$ cat src/rtl/sync_tff_counter.sv
// -----------------------------------------------------------------------------
// sync_tff_counter
//   Synchronous modulo-MOD up/down counter whose state bits behave as T flip-flop
//   cells. Each cycle the block works out the desired next count, then derives
//   the per-bit toggle vector t_vec = next ^ count. The count register only ever
//   updates by toggling the bits selected by t_vec, so there is no direct D-path
//   into the count bits.
//
// Parameters
//   WIDTH    count width in bits (1..16)
//   Modulus  count range 0..MOD-1, 2 <= MOD <= 2**WIDTH
//
// Ports
//   clk       in   rising-edge clock
//   rstn      in   asynchronous active-low reset (count=0, tc=0, t_vec=0)
//   clr       in   synchronous clear to 0 (highest priority)
//   load      in   synchronous parallel load, load_val clamped to MOD-1
//   load_val  in   [WIDTH-1:0] load value
//   en        in   count enable
//   up_dn     in   1 = count up, 0 = count down
//   count     out  [WIDTH-1:0] current count (T cell Q outputs)
//   tc        out  terminal count, combinational; usable as the en of a
//                  cascaded stage on the same clock
//   t_vec     out  [WIDTH-1:0] per-bit toggle vector into the T cells
//
// Configuration
//   SYNC_TFF_COUNTER_SAT_EN  defined: saturate at MOD-1 (up) / 0 (down) instead
//                            of wrapping. tc keeps its definition and stays high
//                            while saturated and enabled. Undefined: wrap-around.
// -----------------------------------------------------------------------------
module sync_tff_counter #(
  parameter int WIDTH = 4,
  parameter int MOD   = 10
) (
  input  logic             clk,
  input  logic             rstn,
  input  logic             clr,
  input  logic             load,
  input  logic [WIDTH-1:0] load_val,
  input  logic             en,
  input  logic             up_dn,
  output logic [WIDTH-1:0] count,
  output logic             tc,
  output logic [WIDTH-1:0] t_vec
);

  // Illegal parameter settings would make out-of-range counts reachable.
  if (WIDTH < 1 || WIDTH > 16) begin : g_bad_width
    $error("sync_tff_counter: WIDTH=%0d outside 1..16", WIDTH);
  end
  if (MOD < 2 || MOD > (1 << WIDTH)) begin : g_bad_mod
    $error("sync_tff_counter: MOD=%0d outside 2..2**WIDTH", MOD);
  end

  // Modulus-related constants held one bit wider so MOD=2**WIDTH is representable.
  localparam logic [WIDTH:0]   MOD_X = (WIDTH+1)'(MOD);
  localparam logic [WIDTH:0]   ONE_X = {{WIDTH{1'b0}}, 1'b1};
  localparam logic [WIDTH-1:0] MAX_V = WIDTH'(MOD - 1);

  logic [WIDTH-1:0] count_q;
  logic [WIDTH-1:0] next_d;
  logic [WIDTH:0]   inc_x;
  logic [WIDTH:0]   dec_x;
  logic             up_wrap;
  logic             down_wrap;
  logic [WIDTH-1:0] load_clamped;

  // +1/-1 in WIDTH+1 bits; the wrap decision is made before truncation so a
  // full-range modulus (MOD=2**WIDTH) wraps without aliasing.
  assign inc_x     = {1'b0, count_q} + ONE_X;
  assign dec_x     = {1'b0, count_q} - ONE_X;
  assign up_wrap   = (inc_x == MOD_X);
  assign down_wrap = dec_x[WIDTH];   // borrow out means count was 0

  assign load_clamped = ({1'b0, load_val} >= MOD_X) ? MAX_V : load_val;

  always_comb begin
    next_d = count_q;
    if (clr) begin
      next_d = '0;
    end else if (load) begin
      next_d = load_clamped;
    end else if (en) begin
      if (up_dn) begin
`ifdef SYNC_TFF_COUNTER_SAT_EN
        next_d = up_wrap ? count_q : inc_x[WIDTH-1:0];
`else
        next_d = up_wrap ? '0 : inc_x[WIDTH-1:0];
`endif
      end else begin
`ifdef SYNC_TFF_COUNTER_SAT_EN
        next_d = down_wrap ? count_q : dec_x[WIDTH-1:0];
`else
        next_d = down_wrap ? MAX_V : dec_x[WIDTH-1:0];
`endif
      end
    end
  end

  // Toggle vector is forced quiet while reset is held so the observe port
  // never shows phantom toggles.
  assign t_vec = rstn ? (next_d ^ count_q) : '0;

  assign tc = rstn & en & ~clr & ~load &
              ((up_dn & up_wrap) | (~up_dn & down_wrap));

  // T cells: each bit flips exactly where its toggle input is set.
  always_ff @(posedge clk or negedge rstn) begin
    if (!rstn) begin
      count_q <= '0;
    end else begin
      count_q <= count_q ^ t_vec;
    end
  end

  assign count = count_q;

endmodule

$ cat config.mk
export PLATFORM = sky130hd
export DESIGN_NAME = sync_tff_counter
export DESIGN_NICKNAME = d
export VERILOG_FILES = /design/src/rtl/sync_tff_counter.sv
export SDC_FILE = /design/constraint.sdc
export NUM_CORES = 1
export LEC_CHECK = 0
export CAP_MARGIN = 10
export CORE_UTILIZATION = 45
export CTS_CLUSTER_SIZE = 8
export DETAILED_ROUTE_END_ITERATION = 10
export PLACE_DENSITY = 0.87
export RECOVER_POWER = 25
export SYNTH_ARGS = -nofsm -noshare
export SYNTH_HDL_FRONTEND = slang
export SYNTH_SLANG_ARGS = --single-unit
$ cat constraint.sdc
create_clock -name clk -period 2.33 [get_ports clk]
set_input_delay 0.466 -clock clk [delete_from_list [all_inputs] [get_ports clk]]
set_output_delay 0.466 -clock clk [all_outputs]
set_load 0.05 [all_outputs]
==> results of run 1 <==
[Yosys cell counts, types with 2 or more instances]
cell type	number
sky130_fd_sc_hd__a211oi_1	2
sky130_fd_sc_hd__nor2_1	5
sky130_fd_sc_hd__nand2b_1	4
sky130_fd_sc_hd__o21ai_0	4
sky130_fd_sc_hd__nor3b_1	2
sky130_fd_sc_hd__ha_1	3
sky130_fd_sc_hd__o31ai_1	3
sky130_fd_sc_hd__a31oi_1	3
sky130_fd_sc_hd__mux2i_1	5
sky130_fd_sc_hd__clkbuf_1	2
sky130_fd_sc_hd__nand3b_1	2
sky130_fd_sc_hd__inv_1	7
sky130_fd_sc_hd__buf_1	2
sky130_fd_sc_hd__dfrtp_1	4
sky130_fd_sc_hd__buf_2	2
sky130_fd_sc_hd__nand2_1	9
sky130_fd_sc_hd__a21oi_1	5
sky130_fd_sc_hd__a21o_1	3
sky130_fd_sc_hd__a311o_1	2
[kinds of logic after synthesis]
| kind of cell | share of synthesized area [%] |
|---|---|
| fa+ha+maj | 6.14 |
| buf+inv | 8.39 |
| mux | 10.0 |
| xor+xnor | 1.43 |
| flops | 16.4 |
| simple gates | 26.0 |
| compound gates | 31.7 |
[through the flow]
stage	std cells	setup slack, ps	setup TNS, ps	hold WS (ps)	cell area [um2]
after floorplan	85	-7.94	-12.5	170	728
after global placement	129	-249	-996	648	1080
after detailed placement	129	-346	-1430	659	1080
==> results.py, run 1 <==
metrics = {
    "synthesis": {
        "synth_seq_area_share_pct": 16.4,
        "async_reset_ff_share_pct": 100,
        "syn-mean-instance-area_um2": 7.20,
        "synth_top_area_cell": "sky130_fd_sc_hd__dfrtp_1",
        "ys_types": 35,
        "synth_nets": 98,
        "number_of_flops_mapped_to_enable_cells_by_yosys": 0,
        "synth_top_cells_by_area": "sky130_fd_sc_hd__dfrtp_1 (16%), sky130_fd_sc_hd__mux2i_1 (8.2%), sky130_fd_sc_hd__ha_1 (6.1%)",
        "netlist_area_um2": 612,
        "yosysWarnings": 0,
        "ys.flop_type": "sky130_fd_sc_hd__dfrtp_1",
        "synth-seq-cells": 4,
        "synthesis.instances": 85,
        "synth_top_area_share_pct": 16.4,
    },
    "place": {
        "dp_hpwl_mm": 1.98,
        "finalWeightedCongestion": 0.831,
        "numPortBuffers": 18,
    },
    "clocking": {
        "cts_root_buf": "sky130_fd_sc_hd__clkbuf_4",
        "ctsResizeCount": 21,
        "ctsHtreeMaxLevel": 1,
        "clock_sink_count": 4,
        "cts_hold_buf": 0,
        "post-cts-setup-buffer-count": 9,
        "ctsLongestPathBuffers": 2,
        "cts_inserted_buffers": 3,
    },
    "floorplanning": {
        "die_height_um": 38.9,
        "floorplan.io_pins": 19,
        "die-width_um": 38.9,
        "placement_rows": 12,
        "start_util_pct": 51.6,
    },
    "status": {
        "firstError": "[ERROR DPL-0038] Utilization greater than 100%, impossible to legalize",
        "result_of_the_run": "did not finish",
        "stopping_stage": "clock tree synthesis",
    },
}
==> run 2: changes to the inputs <==
Settings changed: CORE_AREA set to 2 2 63 65, CORE_UTILIZATION 45 to unset, CTS_CLUSTER_SIZE 8 to unset, DIE_AREA set to 0 0 65 67, PLACE_DENSITY 0.87 to unset, PLACE_DENSITY_LB_ADDON set to 0.15.
==> results.py, run 2 <==
metrics = {
    "route": {
        "postRouteWirelength_mm": 2.19,
        "via_count": 805,
        "detail_route.drc_violations": 0,
        "drtAntennaViolNets": 0,
        "detail_route.wl_per_cell_um": 12.4,
        "drt_iter0_drc": 11,
        "drt_pass1_iterations": 4,
        "post_drt_via_cell_ratio": 4.55,
    },
    "worst_setup_path": {
        "r2r_cells": 5,
        "worstSetupPathType": "flop to primary output",
        "critical_path.endpoint_type": "primary output",
        "timing.critical_path.max_delay_family": "flip-flops",
        "critical_path_arrival_ps": 2000,
        "cp_num_buf_inv": 1,
        "startpoint_type": "flop",
        "slowest_delay_ps": 530,
        "worstPathRequired_ps": 1860,
        "rrSetupSlack_ps": 530,
        "crit_path_max_fanout": 7,
        "cell_by_cell_listing_of_the_critical_path": "ha_4, and2_4, a221oi_2, o211a_1, mux2i_4, buf_12",
        "critical-path-slowest-cell": "sky130_fd_sc_hd__dfrtp_4",
    },
    "grt": {
        "grt_pass1_wl_mm": 3.54,
        "grt_max_degree": 13,
        "gr_util_all_layers_pct": 10.5,
        "grt.overflow.total": 0,
        "grt_antenna_before_repair": 0,
        "grt_pass1_vias": 761,
    },
    "pwr": {
        "ir_drop_uv": 213,
        "power_w": 0.000588,
        "power_per_cell_area_mw_per_mm2": 434,
        "static-leakage-power_nw": 0.550,
    },
    "synthesis": {
        "syn-mean-instance-area_um2": 7.20,
        "synthesis.instances": 85,
        "synth_top_area_cell": "sky130_fd_sc_hd__dfrtp_1",
        "synth_nets": 98,
        "number_of_flops_mapped_to_enable_cells_by_yosys": 0,
        "synth_seq_area_share_pct": 16.4,
        "netlist_area_um2": 612,
        "synth_top_cells_by_area": "sky130_fd_sc_hd__dfrtp_1 (16%), sky130_fd_sc_hd__mux2i_1 (8.2%), sky130_fd_sc_hd__ha_1 (6.1%)",
        "synth_top_area_share_pct": 16.4,
        "synth-seq-cells": 4,
        "async_reset_ff_share_pct": 100,
        "post_synth_most_frequent_cells": "sky130_fd_sc_hd__nand2_1 (9), sky130_fd_sc_hd__inv_1 (7), sky130_fd_sc_hd__a21oi_1 (5), sky130_fd_sc_hd__mux2i_1 (5), sky130_fd_sc_hd__nor2_1 (5)",
        "synth.most_common_cell": "sky130_fd_sc_hd__nand2_1",
        "yosysWarnings": 0,
        "ys_types": 35,
        "ys.flop_type": "sky130_fd_sc_hd__dfrtp_1",
    },
    "layout": {
        "final_cell_count_no_fill": 177,
        "post-route-util_pct": 37.6,
        "post_route_cells_drive_above_1_share_pct": 52.7,
        "layout.cells.most_common_list": "sky130_fd_sc_hd__buf_4 (25), sky130_fd_sc_hd__nand2_1 (8), sky130_fd_sc_hd__clkdlybuf4s50_1 (5), sky130_fd_sc_hd__buf_12 (5)",
        "mostFrequentLayoutCell": "sky130_fd_sc_hd__buf_4",
        "nets": 144,
        "synthToLayoutAreaGrowth_pct": 122,
        "n_antenna_cell": 0,
    },
    "clocking": {
        "tritoncts": "done",
        "ctsLongestPathBuffers": 2,
        "clk_pin_slew_ps": 30,
        "cts_hold_buf": 0,
        "clk_latency_ps": 210,
        "clock_sink_count": 4,
        "cts_root_buf": "sky130_fd_sc_hd__clkbuf_8",
        "cts_inserted_buffers": 3,
        "ctsHtreeMaxLevel": 1,
    },
    "floorplanning": {
        "start_util_pct": 17.0,
        "die_height_um": 67,
        "floorplan.io_pins": 19,
        "die-width_um": 65,
        "placeableCoreArea_mm2": 0.00361,
        "placement_rows": 22,
        "floorplan.die_area_mm2": 0.00436,
    },
    "status": {
        "result_of_the_run": "complete, but fails checks",
        "violations": "setup timing",
    },
    "place": {
        "preCtsSetupSlack_ps": -290,
        "numPortBuffers": 18,
        "finalWeightedCongestion": 0.765,
        "post-place-cells": 170,
        "dp_hpwl_mm": 1.68,
    },
    "sta": {
        "skew_ps": 2.80,
        "grt_setup_unrepaired": "true",
        "post-route-worst-setup-slack_ps": -139,
        "fmax_mhz": 405,
        "tightest_slew_ps": 487,
        "layout_worst_path_cycle_share_pct": 106,
        "timing.final.max_slew_violations": 0,
        "hold-worst-slack_ps": 587,
        "fin_crit_ps": 2470,
        "final-hold-violation-count": 0,
        "max_slew_margin_pct": 67.4,
        "report.final.setup_viol": 5,
    },
    "hold_path": {
        "worst_hold_class": "primary input to asynchronous set/reset pin",
    },
    "flow_run": {
        "timing.max_cap.violations": 0,
    },
}
[run 2: cell counts after synthesis]
No cell type changed its count.
[run 2: worst max-delay path by stage]
stage	start	to	slack, ps	cells past startpoint
2_1_floorplan	flop	tc	-8	4
3_3_place_gp	load	t_vec[0]	-270	7
3_5_place_dp	en	t_vec[3]	-290	7
4_1_cts	flop	t_vec[3]	-170	6
5_1_grt	flop	t_vec[3]	-230	6
6_report	flop	t_vec[3]	-140	6
[run 2: where the power goes]
group | internal (W) | switching, W
clock | 0.000110 | 0.0000324
combinational | 0.000169 | 0.000172
sequential | 0.0000808 | 0.0000237
[run 2: area by class of cell]
cell class	count	area (um2)
clock buffers	3	41.3
fillers	391	2250
inverters	7	31.3
multi-input cells	68	658
flip-flops and latches	4	110
well taps	48	60.1
repair buffers	47	455
[run 2: stage by stage]
stage	area [um2]	setup TNS, ps
floorplan	728	-12.5
global placement	1180	-1070
detailed placement	1180	-1170
CTS	1300	-524
global route	1360	-930
finish	1360	-514
[run 2: cell families after synthesis]
| group | after synthesis | synth area share, % |
|---|---|---|
| and+or+nand+nor | 30 | 26.0 |
| xor gates and xnor gates | 1 | 1.43 |
| AOI/OAI and AO/OA | 28 | 31.7 |
| muxes | 6 | 10.0 |
| buffers and inverters | 13 | 8.39 |
| adders and majority gates | 3 | 6.14 |
| DFF | 4 | 16.4 |
[run 2: repair_timing]
item / 4_1_cts / 5_1_grt
endpoints found under the setup margin: 5 / 5
buffers inserted: 4 / 2
resized for setup: 17 / 17
pin swaps: 12 / 6
[run 2: worst reg2reg max path: stages (launching register included)]
cell	delay [ps]
sky130_fd_sc_hd__dfrtp_2	440
sky130_fd_sc_hd__nand2b_4	160
sky130_fd_sc_hd__or3_1	310
sky130_fd_sc_hd__a311o_1	310
sky130_fd_sc_hd__o211a_1	180
sky130_fd_sc_hd__mux2_2	280
[run 2: layer usage]
metal | up-vias | share of wire (%) | global-route usage, % | wire (um)
li1 | 408 | - | - | -
met1 | 370 | 46 | 14.3 | 1010
met2 | 25 | 49 | 17.5 | 1070
met3 | 2 | 4.3 | 2.03 | 94
met4 | 0 | 0.59 | 1.60 | 13
met5 | - | 0 | 0 | 0
(Power assumes the default switching activity.)
==> run 3: changes to the inputs <==
Settings changed: DONT_BUFFER_PORTS set to 1.
==> results.py, run 3 (synthesis results as in run 2) <==
metrics = {
    "status": {
        "result_of_the_run": "complete, but fails checks",
        "violations": "setup timing",
    },
    "sta": {
        "post-route-worst-setup-slack_ps": -116,
        "skew_ps": 6.44,
        "fmax_mhz": 409,
        "tightest_slew_ps": 308,
        "report.final.setup_viol": 4,
        "final-hold-violation-count": 0,
        "fin_crit_ps": 2450,
        "grt_setup_unrepaired": "true",
        "layout_worst_path_cycle_share_pct": 105,
        "hold-worst-slack_ps": 317,
        "max_slew_margin_pct": 79.5,
        "timing.final.max_slew_violations": 0,
    },
    "hold_path": {
        "launch_point_of_the_worst_hold_path": "rstn",
        "whs_path_depth": 1,
        "worst_hold_class": "primary input to flop",
    },
    "route": {
        "drt_iter0_drc": 15,
        "drtAntennaViolNets": 0,
        "detail_route.wl_per_cell_um": 14.8,
        "drt_pass1_iterations": 4,
        "post_drt_via_cell_ratio": 4.80,
        "detail_route.drc_violations": 0,
        "postRouteWirelength_mm": 2.19,
        "via_count": 710,
    },
    "worst_setup_path": {
        "rrSetupSlack_ps": 540,
        "r2r_cells": 4,
        "worstPathRequired_ps": 1860,
        "crit_path_max_fanout": 7,
        "critical_path.endpoint_type": "primary output",
        "worstSetupPathType": "flop to primary output",
        "critical_path_arrival_ps": 1980,
        "startpoint_type": "flop",
    },
    "flow_run": {
        "timing.max_cap.violations": 0,
    },
    "clocking": {
        "cts_root_buf": "sky130_fd_sc_hd__clkbuf_8",
        "clock_sink_count": 4,
        "ctsHtreeMaxLevel": 1,
        "clk_pin_slew_ps": 40,
        "cts_inserted_buffers": 3,
        "tritoncts": "done",
        "ctsLongestPathBuffers": 2,
        "clk_latency_ps": 230,
    },
    "floorplanning": {
        "die_height_um": 67,
        "placement_rows": 22,
        "floorplan.io_pins": 19,
        "start_util_pct": 17.0,
        "placeableCoreArea_mm2": 0.00361,
        "floorplan.die_area_mm2": 0.00436,
        "die-width_um": 65,
    },
    "pwr": {
        "p_int_w": 0.000324,
        "power_per_cell_area_mw_per_mm2": 500,
        "combinationalPowerShare_pct": 51.9,
        "power_w": 0.000544,
        "switchingPower_w": 0.000219,
        "ir_drop_uv": 140,
        "netSwitchingFraction_pct": 40.3,
        "static-leakage-power_nw": 0.394,
        "seqPwrFrac_pct": 18.9,
        "clock_power_share_pct": 29.2,
    },
    "layout": {
        "n_antenna_cell": 0,
        "layout.cells.most_common_list": "sky130_fd_sc_hd__buf_4 (11), sky130_fd_sc_hd__nand2_1 (8), sky130_fd_sc_hd__inv_1 (5), sky130_fd_sc_hd__nor2_1 (4), sky130_fd_sc_hd__buf_12 (4)",
        "mostFrequentLayoutCell": "sky130_fd_sc_hd__buf_4",
        "synthToLayoutAreaGrowth_pct": 77.5,
        "ff_latch_area_um2": 110,
        "nets": 115,
        "multi_input_comb_area_um2": 634,
        "post_route_cells_drive_above_1_share_pct": 47.0,
        "fillers": 378,
        "post-route-util_pct": 30.1,
    },
    "place": {
        "numPortBuffers": 0,
        "preCtsSetupSlack_ps": 44.5,
        "finalWeightedCongestion": 0.739,
        "dp_hpwl_mm": 1.51,
    },
    "grt": {
        "grt_antenna_before_repair": 0,
        "groute.layer.met1.usage_pct": 13.5,
        "grt_busiest_layer": "met2",
        "gr_util_all_layers_pct": 10.9,
        "grt_pass1_wl_mm": 3.47,
        "grt_max_degree": 14,
        "gr-usage-met2_pct": 16.4,
        "gr-usage-met3_pct": 4.56,
        "grt.overflow.total": 0,
        "grt_pass1_vias": 694,
    },
}
-- run 3: power by group through the flow --
| stage | combinational (W) | clock, W | sequential, W |
|---|---|---|---|
| 2_1_floorplan | 0.000156 | 0 | 0.000121 |
| 3_3_place_gp | 0.000239 | 0 | 0.000101 |
| 3_5_place_dp | 0.000238 | 0 | 0.000102 |
| 4_1_cts | 0.000273 | 0.000161 | 0.000102 |
| 5_1_grt | 0.000300 | 0.000168 | 0.000105 |
| 6_report | 0.000282 | 0.000159 | 0.000103 |
-- run 3: layout make-up --
cell class	count	area share, %
clock buffers	3	3.80
inverters	7	2.88
multi-input cells	68	58.4
flip-flops and latches	4	10.1
well taps	48	5.53
repair buffers	18	19.2
-- run 3: worst max path at each step --
stage / startpoint / to / slack (ps)
final: flop / t_vec[3] / -120
after global routing: flop / t_vec[3] / -180
after CTS: flop / t_vec[3] / -150
after detailed placement: flop / t_vec[3] / 40
after global placement: flop / tc / 70
after floorplan: flop / tc / -8
-- run 3: worst max-delay path, cell delays in order, from the launching register on --
cell and delay [ps]:
sky130_fd_sc_hd__dfrtp_4 520, sky130_fd_sc_hd__or3_1 380, sky130_fd_sc_hd__a311o_1 320, sky130_fd_sc_hd__o211a_1 170, sky130_fd_sc_hd__mux2i_4 200, sky130_fd_sc_hd__buf_12 150
-- run 3: per-layer routing --
metal  share of wire (%)  wire, um
met5                   0         0
met4                 1.7        38
met3                 6.7       148
met2                  44       966
met1                  47      1040
-- run 3: stage by stage --
stage / area [um2] / cells / TNS (ps)
global placement: 913 / 139 / 0
floorplan: 728 / 85 / -12.5
global route: 1090 / 148 / -651
finish: 1090 / 148 / -247
CTS: 1050 / 147 / -427
detailed placement: 913 / 139 / 0
-- run 3: what timing repair did --
item	in CTS	in global routing
endpoints found under the setup margin	5	5
hold buffers	1	0
gates cloned	0	0
hold endpoints to repair	4	0
buffers inserted	4	1
pin swaps	9	10
resized for setup	10	8
==> run 4: changes to the inputs <==
Settings changed: CELL_PAD_IN_SITES_DETAIL_PLACEMENT set to 0, CELL_PAD_IN_SITES_GLOBAL_PLACEMENT set to 1, PLACE_DENSITY_LB_ADDON 0.15 to 0.1.
==> results.py, run 4 (synthesis results as in run 2) <==
metrics = {
    "status": {
        "result_of_the_run": "complete, but fails checks",
        "violations": "setup timing",
    },
    "route": {
        "post_drt_via_cell_ratio": 4.56,
        "detail_route.wl_per_cell_um": 14.7,
        "drtAntennaViolNets": 0,
        "drt_pass1_iterations": 4,
        "detail_route.drc_violations": 0,
        "via_count": 675,
        "postRouteWirelength_mm": 2.18,
        "drt_iter0_drc": 29,
    },
    "hold_path": {
        "worst_hold_class": "primary input to flop",
    },
    "layout": {
        "synthToLayoutAreaGrowth_pct": 74.0,
        "final_cell_count_no_fill": 148,
        "mostFrequentLayoutCell": "sky130_fd_sc_hd__buf_4",
        "layout.cells.most_common_list": "sky130_fd_sc_hd__buf_4 (10), sky130_fd_sc_hd__nand2_1 (8), sky130_fd_sc_hd__inv_1 (5)",
        "nets": 115,
        "n_antenna_cell": 0,
        "post_layout_instance_area_mm2": 0.00106,
        "post_route_cells_drive_above_1_share_pct": 43.0,
    },
    "sta": {
        "grt_setup_unrepaired": "true",
        "skew_ps": 4.67,
        "report.final.setup_viol": 5,
        "fin_crit_ps": 2460,
        "hold-worst-slack_ps": 333,
        "post-route-worst-setup-slack_ps": -134,
        "fmax_mhz": 406,
        "timing.final.max_slew_violations": 0,
        "layout_worst_path_cycle_share_pct": 106,
        "final-hold-violation-count": 0,
        "tns_ps": -313,
        "max_slew_margin_pct": 74.9,
        "tightest_slew_ps": 373,
    },
    "clocking": {
        "ctsLongestPathBuffers": 2,
        "clk_latency_ps": 220,
        "tritoncts": "done",
        "ctsHtreeMaxLevel": 1,
        "cts_root_buf": "sky130_fd_sc_hd__clkbuf_8",
        "cts_inserted_buffers": 3,
        "clock_sink_count": 4,
        "clk_pin_slew_ps": 40,
    },
    "pwr": {
        "seqPwrFrac_pct": 19.5,
        "netSwitchingFraction_pct": 39.5,
        "static-leakage-power_nw": 0.390,
        "clock_power_share_pct": 28.5,
        "p_int_w": 0.000320,
        "switchingPower_w": 0.000209,
        "ir_drop_uv": 116,
        "combinationalPowerShare_pct": 52.0,
        "power_per_cell_area_mw_per_mm2": 496,
    },
    "place": {
        "preCtsSetupSlack_ps": 43.6,
        "dp_hpwl_mm": 1.63,
        "placement_cell_area_um2": 921,
        "post-place-cells": 140,
        "finalWeightedCongestion": 0.724,
        "numPortBuffers": 0,
    },
    "worst_setup_path": {
        "crit_path_max_fanout": 7,
        "worstPathRequired_ps": 1860,
        "critical_path.endpoint_type": "primary output",
        "worstSetupPathType": "flop to primary output",
        "critical_path_arrival_ps": 2000,
        "startpoint_type": "flop",
    },
    "grt": {
        "grt_antenna_before_repair": 0,
        "gr_util_all_layers_pct": 11.2,
        "grt_pass1_vias": 695,
        "grt_pass1_wl_mm": 3.59,
        "grt.overflow.total": 0,
        "grt_max_degree": 14,
    },
    "floorplanning": {
        "die_height_um": 67,
        "placeableCoreArea_mm2": 0.00361,
        "placement_rows": 22,
        "start_util_pct": 17.0,
        "floorplan.die_area_mm2": 0.00436,
        "floorplan.io_pins": 19,
        "die-width_um": 65,
    },
    "flow_run": {
        "timing.max_cap.violations": 0,
    },
}
==> run 4: path summary, 6_finish.rpt <==
check,startpoint,endpoint,slack [ps],depth (start not counted)
min in group asynchronous,rstn,asynchronous set/reset pin,550,1
setup reg to reg,flop,flop,530,7
max in group asynchronous,rstn,asynchronous set/reset pin,1550,1
hold / removal,rstn,flop,330,1
setup / recovery,flop,t_vec[3],-130,6
hold reg to reg,flop,flop,740,3
==> run 4: area by class of cell <==
class / instances / area [um2]
clock buffer: 3 / 41.3
fill: 383 / 2540
inverter: 7 / 33.8
multi-input combinational: 68 / 607
sequential: 4 / 110
tap: 48 / 60.1
timing repair buffer: 18 / 213
==> run 4: per-stage QoR <==
step / util, % / power, W
3_3_place_gp: 25.5 / 0.000347
5_1_grt: 29.5 / 0.000558
4_1_cts: 29.3 / 0.000535
6_report: 29.5 / 0.000528
3_5_place_dp: 25.5 / 0.000346
2_1_floorplan: - / 0.000277
==> run 4: timing repair <==
action	in CTS	in global routing
hold buffers	1	0
gates resized for setup	11	2
pin swaps	7	2
endpoints found under the setup margin	5	5
endpoints found under the hold margin	4	0
buffers inserted	4	0
==> run 4: layer usage <==
metal / global-route usage (%) / vias to the layer above / part of all wire (%)
met4: 6.38 / 0 / 1.2
met5: 0 / - / 0
met2: 17.5 / 19 / 44
met1: 14.3 / 312 / 50
met3: 2.03 / 2 / 5.1
li1: - / 342 / -
==> run 4: worst max-delay path, stage by stage, from the launching register on <==
cell and delay [ps]:
sky130_fd_sc_hd__dfrtp_4 540, sky130_fd_sc_hd__ha_4 180, sky130_fd_sc_hd__and2_4 150, sky130_fd_sc_hd__a221oi_2 250, sky130_fd_sc_hd__o211a_1 230, sky130_fd_sc_hd__mux2i_4 270
sky130_fd_sc_hd__buf_12 160
==> run 4: power groups by stage <==
stage	Clock, W	Sequential, W	Combinational [W]
after floorplan	0	0.000121	0.000156
after global placement	0	0.000102	0.000246
after detailed placement	0	0.000102	0.000244
after CTS	0.000157	0.000102	0.000276
after global routing	0.000159	0.000106	0.000293
final	0.000151	0.000103	0.000275
